===== config.mk =====
export PLATFORM = sky130hd
export DESIGN_NAME = dmem_write_buffer
export DESIGN_NICKNAME = d
export VERILOG_FILES = /design/src/rtl/dmem_write_buffer.sv
export SDC_FILE = /design/constraint.sdc
export NUM_CORES = 1
export LEC_CHECK = 0
export BUFFER_PORTS_ARGS = -buffer_cell sky130_fd_sc_hd__buf_4
export CAP_MARGIN = 20
export CORE_ASPECT_RATIO = 0.6
export CORE_MARGIN = 1
export CORE_UTILIZATION = 51
export CTS_CLUSTER_DIAMETER = 30
export DETAILED_ROUTE_END_ITERATION = 7
export PLACE_DENSITY = 0.76
export SETUP_SLACK_MARGIN = 0.1
export SYNTH_ARGS = -nofsm -noshare
export SYNTH_HDL_FRONTEND = slang
export SYNTH_SLANG_ARGS = --single-unit

===== constraint.sdc =====
create_clock -name clk -period 3 [get_ports clk]
set_input_delay 0.3 -clock clk [delete_from_list [all_inputs] [get_ports clk]]
set_output_delay 0.3 -clock clk [all_outputs]
set_load 0.01 [all_outputs]

===== src/rtl/dmem_write_buffer.sv =====
// Purpose : posted-write buffer between the core data port and a single-ported memory bus.
// Latency : a write accepted in cycle T appears on mem_write from T+2 (buffer idle); reads wait for the drain.
// Backpres: proc_stall while the buffer is full (write) or until the memory read completes (read).
//
// Ports:
//   clk, rst (async, active-low)
//   proc_read/proc_write/proc_addr/proc_wdata : core request, held until proc_stall is low
//   proc_stall/proc_rdata                     : core response (proc_rdata valid with read && !stall)
//   mem_read/mem_write/mem_addr/mem_wdata     : memory bus, decoded only from registered state
//   mem_rdata/mem_ready                       : memory response, single-cycle completion
//
// Optional: define WBUF_FWD_EN to answer reads that hit a buffered entry directly from the buffer.

module dmem_write_buffer #(
    parameter int DEPTH = 4,
    parameter int AW    = 30,
    parameter int DW    = 32
) (
    input  logic          clk,
    input  logic          rst,
    input  logic          proc_read,
    input  logic          proc_write,
    input  logic [AW-1:0] proc_addr,
    input  logic [DW-1:0] proc_wdata,
    output logic          proc_stall,
    output logic [DW-1:0] proc_rdata,
    output logic          mem_read,
    output logic          mem_write,
    output logic [AW-1:0] mem_addr,
    output logic [DW-1:0] mem_wdata,
    input  logic [DW-1:0] mem_rdata,
    input  logic          mem_ready
);

    localparam int PW = $clog2(DEPTH);
    localparam int CW = PW + 1;

    typedef enum logic [1:0] {IDLE, WRITE, GAP, READ} state_t;

    state_t        state, state_nxt;
    logic [AW-1:0] addr_q [DEPTH];
    logic [DW-1:0] data_q [DEPTH];
    logic [PW-1:0] head, tail;
    logic [CW-1:0] count;
    logic [AW-1:0] rd_addr;

    logic full, push, pop, latch_rd, read_done;

    // Full comes from the registered count only, so a pop this cycle frees
    // the slot for the next cycle, never for a same-cycle push.
    assign full      = (count == CW'(DEPTH));
    // A write presented together with a read is a protocol violation: the read wins.
    assign push      = proc_write && !proc_read && !full;
    assign pop       = (state == WRITE) && mem_ready;
    assign read_done = (state == READ) && mem_ready;

`ifdef WBUF_FWD_EN
    logic          fwd_hit;
    logic [DW-1:0] fwd_data;
    logic [PW-1:0] fwd_idx;

    // Walk entries oldest to youngest; the last match wins, which is the
    // youngest write to that address.
    always_comb begin
        fwd_hit  = 1'b0;
        fwd_data = '0;
        fwd_idx  = '0;
        for (int i = 0; i < DEPTH; i++) begin
            fwd_idx = head + PW'(i);
            if (proc_read && (CW'(i) < count) && (addr_q[fwd_idx] == proc_addr)) begin
                fwd_hit  = 1'b1;
                fwd_data = data_q[fwd_idx];
            end
        end
    end
`endif

    // Next-state logic. IDLE and GAP share the decision rule: buffered
    // writes always go first, which is what keeps reads behind writes.
    always_comb begin
        state_nxt = state;
        latch_rd  = 1'b0;
        case (state)
            IDLE, GAP: begin
                if (count != '0) begin
                    state_nxt = WRITE;
                end else if (proc_read) begin
                    state_nxt = READ;
                    latch_rd  = 1'b1;
                end else begin
                    state_nxt = IDLE;
                end
            end
            WRITE:   if (mem_ready) state_nxt = GAP;
            READ:    if (mem_ready) state_nxt = IDLE;
            default: state_nxt = IDLE;
        endcase
    end

    always_ff @(posedge clk or negedge rst) begin
        if (!rst) begin
            state   <= IDLE;
            head    <= '0;
            tail    <= '0;
            count   <= '0;
            rd_addr <= '0;
        end else begin
            state <= state_nxt;
            if (push) tail <= tail + PW'(1);
            if (pop)  head <= head + PW'(1);
            case ({push, pop})
                2'b10:   count <= count + CW'(1);
                2'b01:   count <= count - CW'(1);
                default: count <= count;
            endcase
            if (latch_rd) rd_addr <= proc_addr;
        end
    end

    // Entry storage needs no reset: validity is defined by head/count.
    always_ff @(posedge clk) begin
        if (push) begin
            addr_q[tail] <= proc_addr;
            data_q[tail] <= proc_wdata;
        end
    end

    // Memory side: purely a decode of registered state, head entry and read address.
    assign mem_write = (state == WRITE);
    assign mem_read  = (state == READ);
    assign mem_addr  = (state == WRITE) ? addr_q[head] :
                       (state == READ)  ? rd_addr      : '0;
    assign mem_wdata = (state == WRITE) ? data_q[head] : '0;

    // Core side response.
    always_comb begin
        proc_stall = 1'b0;
        proc_rdata = '0;
        if (read_done) proc_rdata = mem_rdata;
`ifdef WBUF_FWD_EN
        if (fwd_hit) proc_rdata = fwd_data;
        if (proc_read)       proc_stall = !(read_done || fwd_hit);
        else if (proc_write) proc_stall = full;
`else
        if (proc_read)       proc_stall = !read_done;
        else if (proc_write) proc_stall = full;
`endif
        if (!rst) proc_stall = 1'b0;
    end

endmodule

# After elaboration in Yosys (flattened, before gate mapping)
# Memory sizes are Yosys's and may differ from the RTL's.
# Cells that the tools add are included.
[word_totals]
register_bits = 39
latch_bits = 0
ramBits = 248
mem_bits_ro = 0
inputBits = 99
out_inout_bits = 97
wordCells = 49
n_memories = 2
[op_classes]
add_sub_neg = 4
multipliers = 0
n_div = 0
order_cmp = 0
eq_ne = 8
n_shift = 0
n_mux = 18
bitwise = 0
n_reduce_logical = 12
[memory_table]
columns = ["memory", "depth", "width", "read_ports", "rd_clocked_by_memory_dff", "wr", "line", "rtl"]
rows = [
  ["data_q", 4, 32, 1, 0, 1, "42", "logic [DW-1:0] data_q [DEPTH];"],
  ["addr_q", 4, 30, 1, 0, 1, "41", "logic [AW-1:0] addr_q [DEPTH];"],
]
[ops]
columns = ["operator", "count"]
rows = [
  ["two-way mux 32 bit", 2],
  ["two-way mux 30 bit", 2],
  ["two-way mux 1 bit", 8],
  ["two-way mux 2 bit", 4],
  ["equality test 2 bit, second input constant", 3],
  ["case mux 2 bit (3 select lines)", 1],
  ["case mux 3 bit (2 select lines)", 1],
  ["adder 2 x 1 -> 2 bit, second input constant", 2],
  ["equality test 2 x 1 -> 1 bit, second input constant", 2],
  ["logical AND 1 bit", 4],
  ["!= test 2 x 1 -> 1 bit, second input constant", 2],
  ["adder 3 x 1 -> 3 bit, second input constant", 1],
  ["equality test 3 bit, second input constant", 1],
  ["zero test 1 bit", 3],
  ["nonzero test 3 bit", 1],
  ["subtractor 3 x 1 -> 3 bit, second input constant", 1],
  ["zero test 2 bit", 1],
  ["AND reduction 2 bit", 1],
  ["nonzero test 2 bit", 1],
  ["OR reduction 2 bit", 1],
]

# Depth between registers and ports, before layout
# Gate-level depths: netlist (run 1).
[depth]
depth_word = 5
ltp_mapped = 9
mapped_depth_nobuf = 9

# Least setup slack after synthesis (run 1)
# Ideal clock, no wire load.
[synth_timing]
kind = "register to register"
start = "register count[2]"
end = "memory addr_q[2][0] (enable)"
setup_time_ps = 426
t_arrival_ps = 2386
required_ps = 2574
slack_ps = 187
path_stages_with_launch = 4
path_buffers = 0
period_less_slack_ps = 2813
path_cell_list = "dfrtp_1 > nor3b_1 > nor3b_2 > and2_1"
[synth_via]
elab_chain_cells = 5
[synth_rtl]
columns = ["item", "line", "rtl"]
rows = [
  ["start: declaration", "44", "logic [CW-1:0] count;"],
  ["start signal: assignment", "112", "2'b10: count <= count + CW'(1);"],
  ["start signal: assignment", "113", "2'b01: count <= count - CW'(1);"],
  ["start signal: assignment", "114", "default: count <= count;"],
  ["equality test 3 bit", "51", "assign full = (count == CW'(DEPTH));"],
  ["zero test 1 bit", "53", "assign push = proc_write && !proc_read && !full;"],
  ["logical AND 1 bit", "53", ""],
  ["two-way mux 1 bit", "122", "if (push) begin"],
  ["two-way mux 1 bit (implied by the code)", "123", "addr_q[tail] <= proc_addr;"],
  ["end: declaration", "41", ""],
]
# Every way passes these cells.

# Final worst setup path (run 1)
[layout_timing]
start = "register head[1]"
end = "output mem_wdata[15]"
[layout_via]
elab_chain_cells = 2
[layout_rtl]
columns = ["item", "line", "rtl"]
rows = [
  ["start: declaration", "43", "logic [PW-1:0] head, tail;"],
  ["start signal: assignment", "110", "if (pop) head <= head + PW'(1);"],
  ["memory (4 x 32 bit)", "n/a", ""],
  ["two-way mux 32 bit", "133", "assign mem_wdata = (state == WRITE) ? data_q[head] : '0;"],
  ["end: declaration", "30", "output logic [DW-1:0] mem_wdata,"],
]
# Every way passes these cells.

==> results of run 1 <==
-- placed cells by master, fill, tap and decap left out, types with 2 or more instances in the layout --
master,instances
edfxtp_1,248
buf_4,209
and2_1,65
mux2i_1,61
clkbuf_16,39
dfrtp_1,37
nand2_1,34
mux4_2,32
o221ai_1,30
mux2_4,29
dlygate4sd3_1,26
bufinv_16,9
inv_1,7
clkinv_2,7
buf_12,6
ha_1,5
clkbuf_1,5
and2_4,4
xor2_1,4
xnor2_1,3
clkinv_1,3
nand2b_1,2
mux2_2,2
clkinvlp_4,2
-- repair_timing --
action                                 in CTS  in global routing
hold buffers                               19                  7
setup endpoints to repair                   0                  0
endpoints found under the hold margin      96                 18
-- cell type report --
| cell class | count | area [sq um] | share of cell area [%] |
|---|---|---|---|
| Sequential cell | 287 | 8430 | 56.2 |
| Multi-Input combinational cell | 283 | 2860 | 19.1 |
| Timing Repair Buffer | 241 | 1950 | 13.0 |
| Clock buffer | 45 | 1010 | 6.73 |
| Tap cell | 286 | 358 | 2.39 |
| Clock inverter | 23 | 352 | 2.35 |
| Inverter | 7 | 26.3 | 0.175 |
-- Yosys cell counts --
master	count
edfxtp_1	248
and2_1	68
mux2i_1	61
dfrtp_1	39
nand2_1	34
mux4_2	32
o221ai_1	30
mux2_4	29
buf_2	14
clkbuf_1	11
buf_6	7
inv_1	7
ha_1	5
xor2_1	4
xnor2_1	3
mux2_2	2
nand2b_1	2
a21boi_0	1
a22oi_1	1
and2_0	1
and2b_1	1
and3_1	1
and3b_1	1
buf_1	1
fa_1	1
nand2_2	1
nand3_1	1
nor2_1	1
nor3b_1	1
nor3b_2	1
nor4_2	1
-- flip-flops by register name, summed over array words and instances, names as in the netlist --
name,cells
addr_q,120
count,3
data_q,128
head,2
rd_addr,30
state,2
tail,2
-- path summary, 6_finish.rpt --
| kind | depth (start not counted) | to | slack (ns) |
|---|---|---|---|
| setup / recovery | 4 | mem_wdata[15] | 0.30 |
| hold / removal | 1 | data_q[1][1]$_DFFE_PP_ | 0.01 |
| setup reg to reg | 4 | data_q[1][20]$_DFFE_PP_ | 0.80 |
| hold reg to reg | 1 | rd_addr[23]$_DFFE_PN0P_ | 0.51 |
| max in group asynchronous | 2 | head[1]$_DFFE_PN0P_ | 2.15 |
| min in group asynchronous | 2 | rd_addr[9]$_DFFE_PN0P_ | 0.37 |
-- stage by stage --
stage	hold WS, ns	utilization, %	power, mW	instances	setup slack [ns]
2_1_floorplan	0.00441	-	7.84	610	0.187
3_3_place_gp	0.355	60.5	9.38	1078	0.862
3_5_place_dp	0.355	60.5	9.49	1078	0.809
4_1_cts	0.000283	67.6	14.3	1165	0.282
5_1_grt	0.00118	67.9	14.8	1172	0.197
6_report	0.0127	67.9	14.2	1172	0.300
-- routing by layer --
layer / global-route usage [%] / share of wire (%)
met4: 4.20 / 1.3
met3: 4.79 / 6.3
met5: 0 / 0
met2: 34.2 / 48
met1: 31.5 / 45
-- worst max-delay path, cell delays in order (launching register included) --
cell,delay [ns]
dfrtp_4,0.84
buf_4,0.38
mux4_2,0.33
and2_1,0.18
buf_4,0.14
-- kinds of logic after synthesis --
kind of cell,share of synthesized area [%]
fa+ha+maj,0.718
flops,73.3
buf+inv,1.92
mux,15.6
simple gates,5.58
compound gates,2.42
xor+xnor,0.533
-- power by group --
group          leakage (nW)  switching, mW  internal, mW  total, mW
clock network         0.664           1.63          3.18       4.81
logic                  2.49           1.90          2.13       4.03
registers              2.73          0.414          4.98       5.39
total                  5.89           3.95          10.3       14.2
==> metrics.txt, run 1 <==
number of synthesized register bits 287; Vias 6,388; die area 23,200 sq um; kind of critical path reg -> out; Fin Setup TNS 0 ns; ranking of synthesized cells by area edfxtp_1, dfrtp_1, mux4_2; layout cells sized above 1 39.2%; Die W 196 um; max-slew violations 0; Req. time, crit path 2.70 ns; Least-Margin Pin Slew 0.768 ns; post-synth top area share 64.8%; RSZ-0062 raised after global routing false; Worst Setup SP head[1]$_DFFE_PN0P_; io pins 196; final net count 963; Worst Setup End Kind output port; Die Ht 118 um; Worst-Skew Late Latency 0.50 ns; synth-to-layout area growth 30.3%; Mapped Area 11,500 sq um; max-cap viol count 0; outcome finished, final reports clean; number of global-route vias before repair 6,735; largest area contributor in the netlist edfxtp_1; TritonCTS buffer count 38; Worst Path Max Fanout 36; CP Launch Type flip-flop; Post-CTS Setup Bufs 0; fin crit share 90.0%; Initial DRT Pass Iterations 4; r2r startpoint count[2]$_DFFE_PN0P_; CTS root buffer clkbuf_16; Site Rows 42; final hold violation count 0; Synth Warn # 0; DP HPWL 15,300 um; cell area after layout 15,000 sq um; core area 22,100 sq um; CTS tree yes; Hold Crit Start proc_wdata[1]; pwr/cell area 950 nW/um^2; 1st-iter DRT viols 417; DRT antenna net count 0; Tmin final 2.70 ns; global-route wire length before repair 38,300 um; Seq/Total Area, Yosys 73.3%; Leak 5.89 nW; total wire length 24,800 um; Fmax achieved 370 MHz; arrival time worst endpoint 2.40 ns; Clock Tree Buf Depth 3; Reg clk slew, reported paths 0.06 ns; clk sinks 287; Syn Area/Cell 18.8 sq um; Post-Syn Instances 610; synth unique cells 31; Ant. Diodes 0; largest net degree at the start of global routing 41; Min-Delay Path Class in -> reg; initial core utilization 52.1%; Net Count, Synth 715; RD Place Congestion 0.838; # fillers 1,465; aggregate global routing overflow 0; I/O Buffers 195; H-tree levels 2; Placed Area 13,400 sq um; DRC Markers 0; Total GRT Usage 21.7%; Slew HR 48.8%; Max IR drop VDD 0.000518 V; initial antenna violation count 0; vias per cell 5.45; Final Skew 0.0205 ns; Setup violations, final 0; post-cts sizing count 0; WL/cell 21.2 um
(Power assumes the default switching activity.)
==> inputs of run 2 (changes only) <==
CELL_PAD_IN_SITES_DETAIL_PLACEMENT = 1   (was default)
CELL_PAD_IN_SITES_GLOBAL_PLACEMENT = 1   (was default)
CORE_UTILIZATION = 43   (was 51)
PLACE_DENSITY = default   (was 0.76)
PLACE_DENSITY_LB_ADDON = 0.1   (was default)
==> run 2 against run 1 <==
Sequential power decreased by 1%. Die area grew 18%. First-iteration DRC count fell by 5.3%. Highest routed layer unchanged.
==> metrics.txt, run 2 (same netlist as run 1, synthesis figures left out) <==
WL/cell 21.8 um (+2.9%); final net count 1,001 (+3.9%); Reg clk slew, reported paths 0.05 ns (about the same); CP Launch Type flip-flop; Slowest Stage Delay on Critical Path 0.41 ns (-0.43 ns); RSZ-0062 raised after global routing false; layout cells sized above 1 38.2% (-0.94 points); die area 27,400 sq um (+18%); Tmin final 2.76 ns (+0.0574 ns); RD Place Congestion 0.778 (-7.1%); Clk network pwr share 34.3% (+0.5 points); clk sinks 287 (unchanged); Site Rows 45 (+7.1%); most frequent cells in the layout edfxtp_1, buf_4, and2_1, dlygate4sd3_1, mux2i_1; io pins 196 (unchanged); Post-Place Cells 1,143 (+6.0%); multi-input combinational cell area 2870 sq um (+0.13%); Final Skew 0.0201 ns (-0.000411 ns); crit path cell chain and2b_1, nand2_1, buf_4, o221ai_1, buf_4; slowest library cell on the worst path dfrtp_1; DRT antenna net count 0 (unchanged); Worst Setup End Kind output port; CTS tree yes; arrival time worst endpoint 2.46 ns (+0.06 ns); Finished Layout Cells 1,278 (+9.0%); TritonCTS buffer count 40 (+5.3%); commonest non-fill, non-tap cell in the layout edfxtp_1; total wire length 27,800 um (+12%); Fin Setup TNS 0 ns (unchanged); Largest regs data_q x128, addr_q x120, rd_addr x30; pwr/cell area 937 nW/um^2 (-1.4%); fin crit share 91.9% (+1.9 points); initial core utilization 44.6% (-7.5 points); Initial DRT Pass Iterations 4 (unchanged); Ant. Diodes 0 (unchanged); # fillers 2,339 (+60%); aggregate global routing overflow 0 (unchanged); max-cap viol count 0 (unchanged); Die W 213 um (+8.8%); internal power 10.3 mW (+0.56%); max-slew violations 0 (unchanged); Buf/Inv on CP 2 (unchanged); final worst slack 0.243 ns (-0.0573 ns); sequential share of power 36.7% (-1.2 points); Sw Ratio 28.7% (+0.99 points); max reg flops 128 (unchanged); Post-CTS Setup Bufs 0 (unchanged); vias per cell 5.11 (-6.2%); Setup violations, final 0 (unchanged); Register Area 8430 sq um (unchanged); total power 14.5 mW (+2.0%); CP top delay family simple AND/OR/NAND/NOR gates; switching pwr 4.17 mW (+5.6%); Least-Margin Pin Slew 0.893 ns (+0.125 ns); Setup WS pre-CTS 0.722 ns (-0.0866 ns); Biggest register data_q; cell area after layout 15,500 sq um (+3.4%); Vias 6,534 (+2.3%); final hold violation count 0 (unchanged); largest net degree at the start of global routing 40 (-2.4%); number of global-route vias before repair 7,214 (+7.1%); I/O Buffers 195 (unchanged); Worst-Skew Late Latency 0.53 ns (+0.03 ns); Leak 6.05 nW (+2.9%); global-route wire length before repair 42,600 um (+11%); Slew HR 40.5% (-8.3 points); core area 25,800 sq um (+17%); Die Ht 129 um (+8.8%); Min-Delay Path Class in -> reg; DP HPWL 17,200 um (+12%); Req. time, crit path 2.70 ns (about the same); CTS root buffer clkbuf_16; Max IR drop VDD 0.000659 V (+27%); Fmax achieved 363 MHz (-2.1%); Placed Area 13,400 sq um (+0.59%); H-tree levels 2 (unchanged); Worst Path Max Fanout 18 (-50%); synth-to-layout area growth 34.8%; 1st-iter DRT viols 395 (-5.3%); kind of critical path reg -> out; DRC Markers 0 (unchanged); Clock Tree Buf Depth 3 (unchanged); post-cts sizing count 0 (unchanged); Gate power share 29.1% (+0.8 points); initial antenna violation count 0 (unchanged); Total GRT Usage 20.9% (-0.82 points); most frequent CP cell buf_4; outcome finished, final reports clean
[run 2: worst paths after layout]
check | cells past startpoint | end | start | slack (ns)
worst max-delay path | 5 | mem_addr[6] | state[1]$_DFFE_PN0P_ | 0.24
max in group asynchronous | 3 | head[1]$_DFFE_PN0P_ | rst | 2.11
min in group asynchronous | 3 | count[1]$_DFFE_PN0P_ | rst | 0.44
worst max register to register | 4 | addr_q[2][3]$_DFFE_PP_ | count[2]$_DFFE_PN0P_ | 0.77
worst min-delay path | 1 | addr_q[0][28]$_DFFE_PP_ | proc_addr[28] | 0.04
worst min register to register | 1 | count[2]$_DFFE_PN0P_ | count[2]$_DFFE_PN0P_ | 0.51
[run 2: final cells by class]
cell class,instances,share of cell area (%)
clock buffers,46,6.74
flip-flops and latches,287,54.4
multi-input cells,283,18.5
repair buffers,277,14.9
well taps,352,2.84
clock inverters,26,2.42
inverters,7,0.170
[run 2: what timing repair did]
item	4_1_cts	5_1_grt
hold buffers	63	0
endpoints found under the hold margin	284	0
endpoints found under the setup margin	0	0
[run 2: per-stage QoR]
step / utilization [%] / hold slack, ns
floorplan: - / 0.00441
global placement: 52.1 / 0.454
detailed placement: 52.1 / 0.454
CTS: 60.1 / 0.0120
global route: 60.1 / 0.0190
finish: 60.1 / 0.0402
[run 2: power groups by stage]
stage	Clock (mW)	Sequential [mW]	Combinational [mW]
final	4.97	5.32	4.22
after global routing	5.21	5.38	4.56
after CTS	5.06	5.32	4.30
after detailed placement	0	5.39	4.19
after global placement	0	5.35	4.12
after floorplan	0	5.23	2.61
[run 2: routing by layer]
layer,vias to the layer above,GRT usage (%),wire length (um)
li1,2959,-,-
met1,3399,29.5,12900
met2,144,33.7,13400
met3,32,3.88,1180
met4,0,5.25,406
met5,-,0,0
[run 2: worst register-to-register path: stages (launching register included)]
cell     delay [ns]
dfrtp_1        0.40
nor3b_1        0.17
nor3b_2        0.43
and2_4         0.56
buf_4          0.35
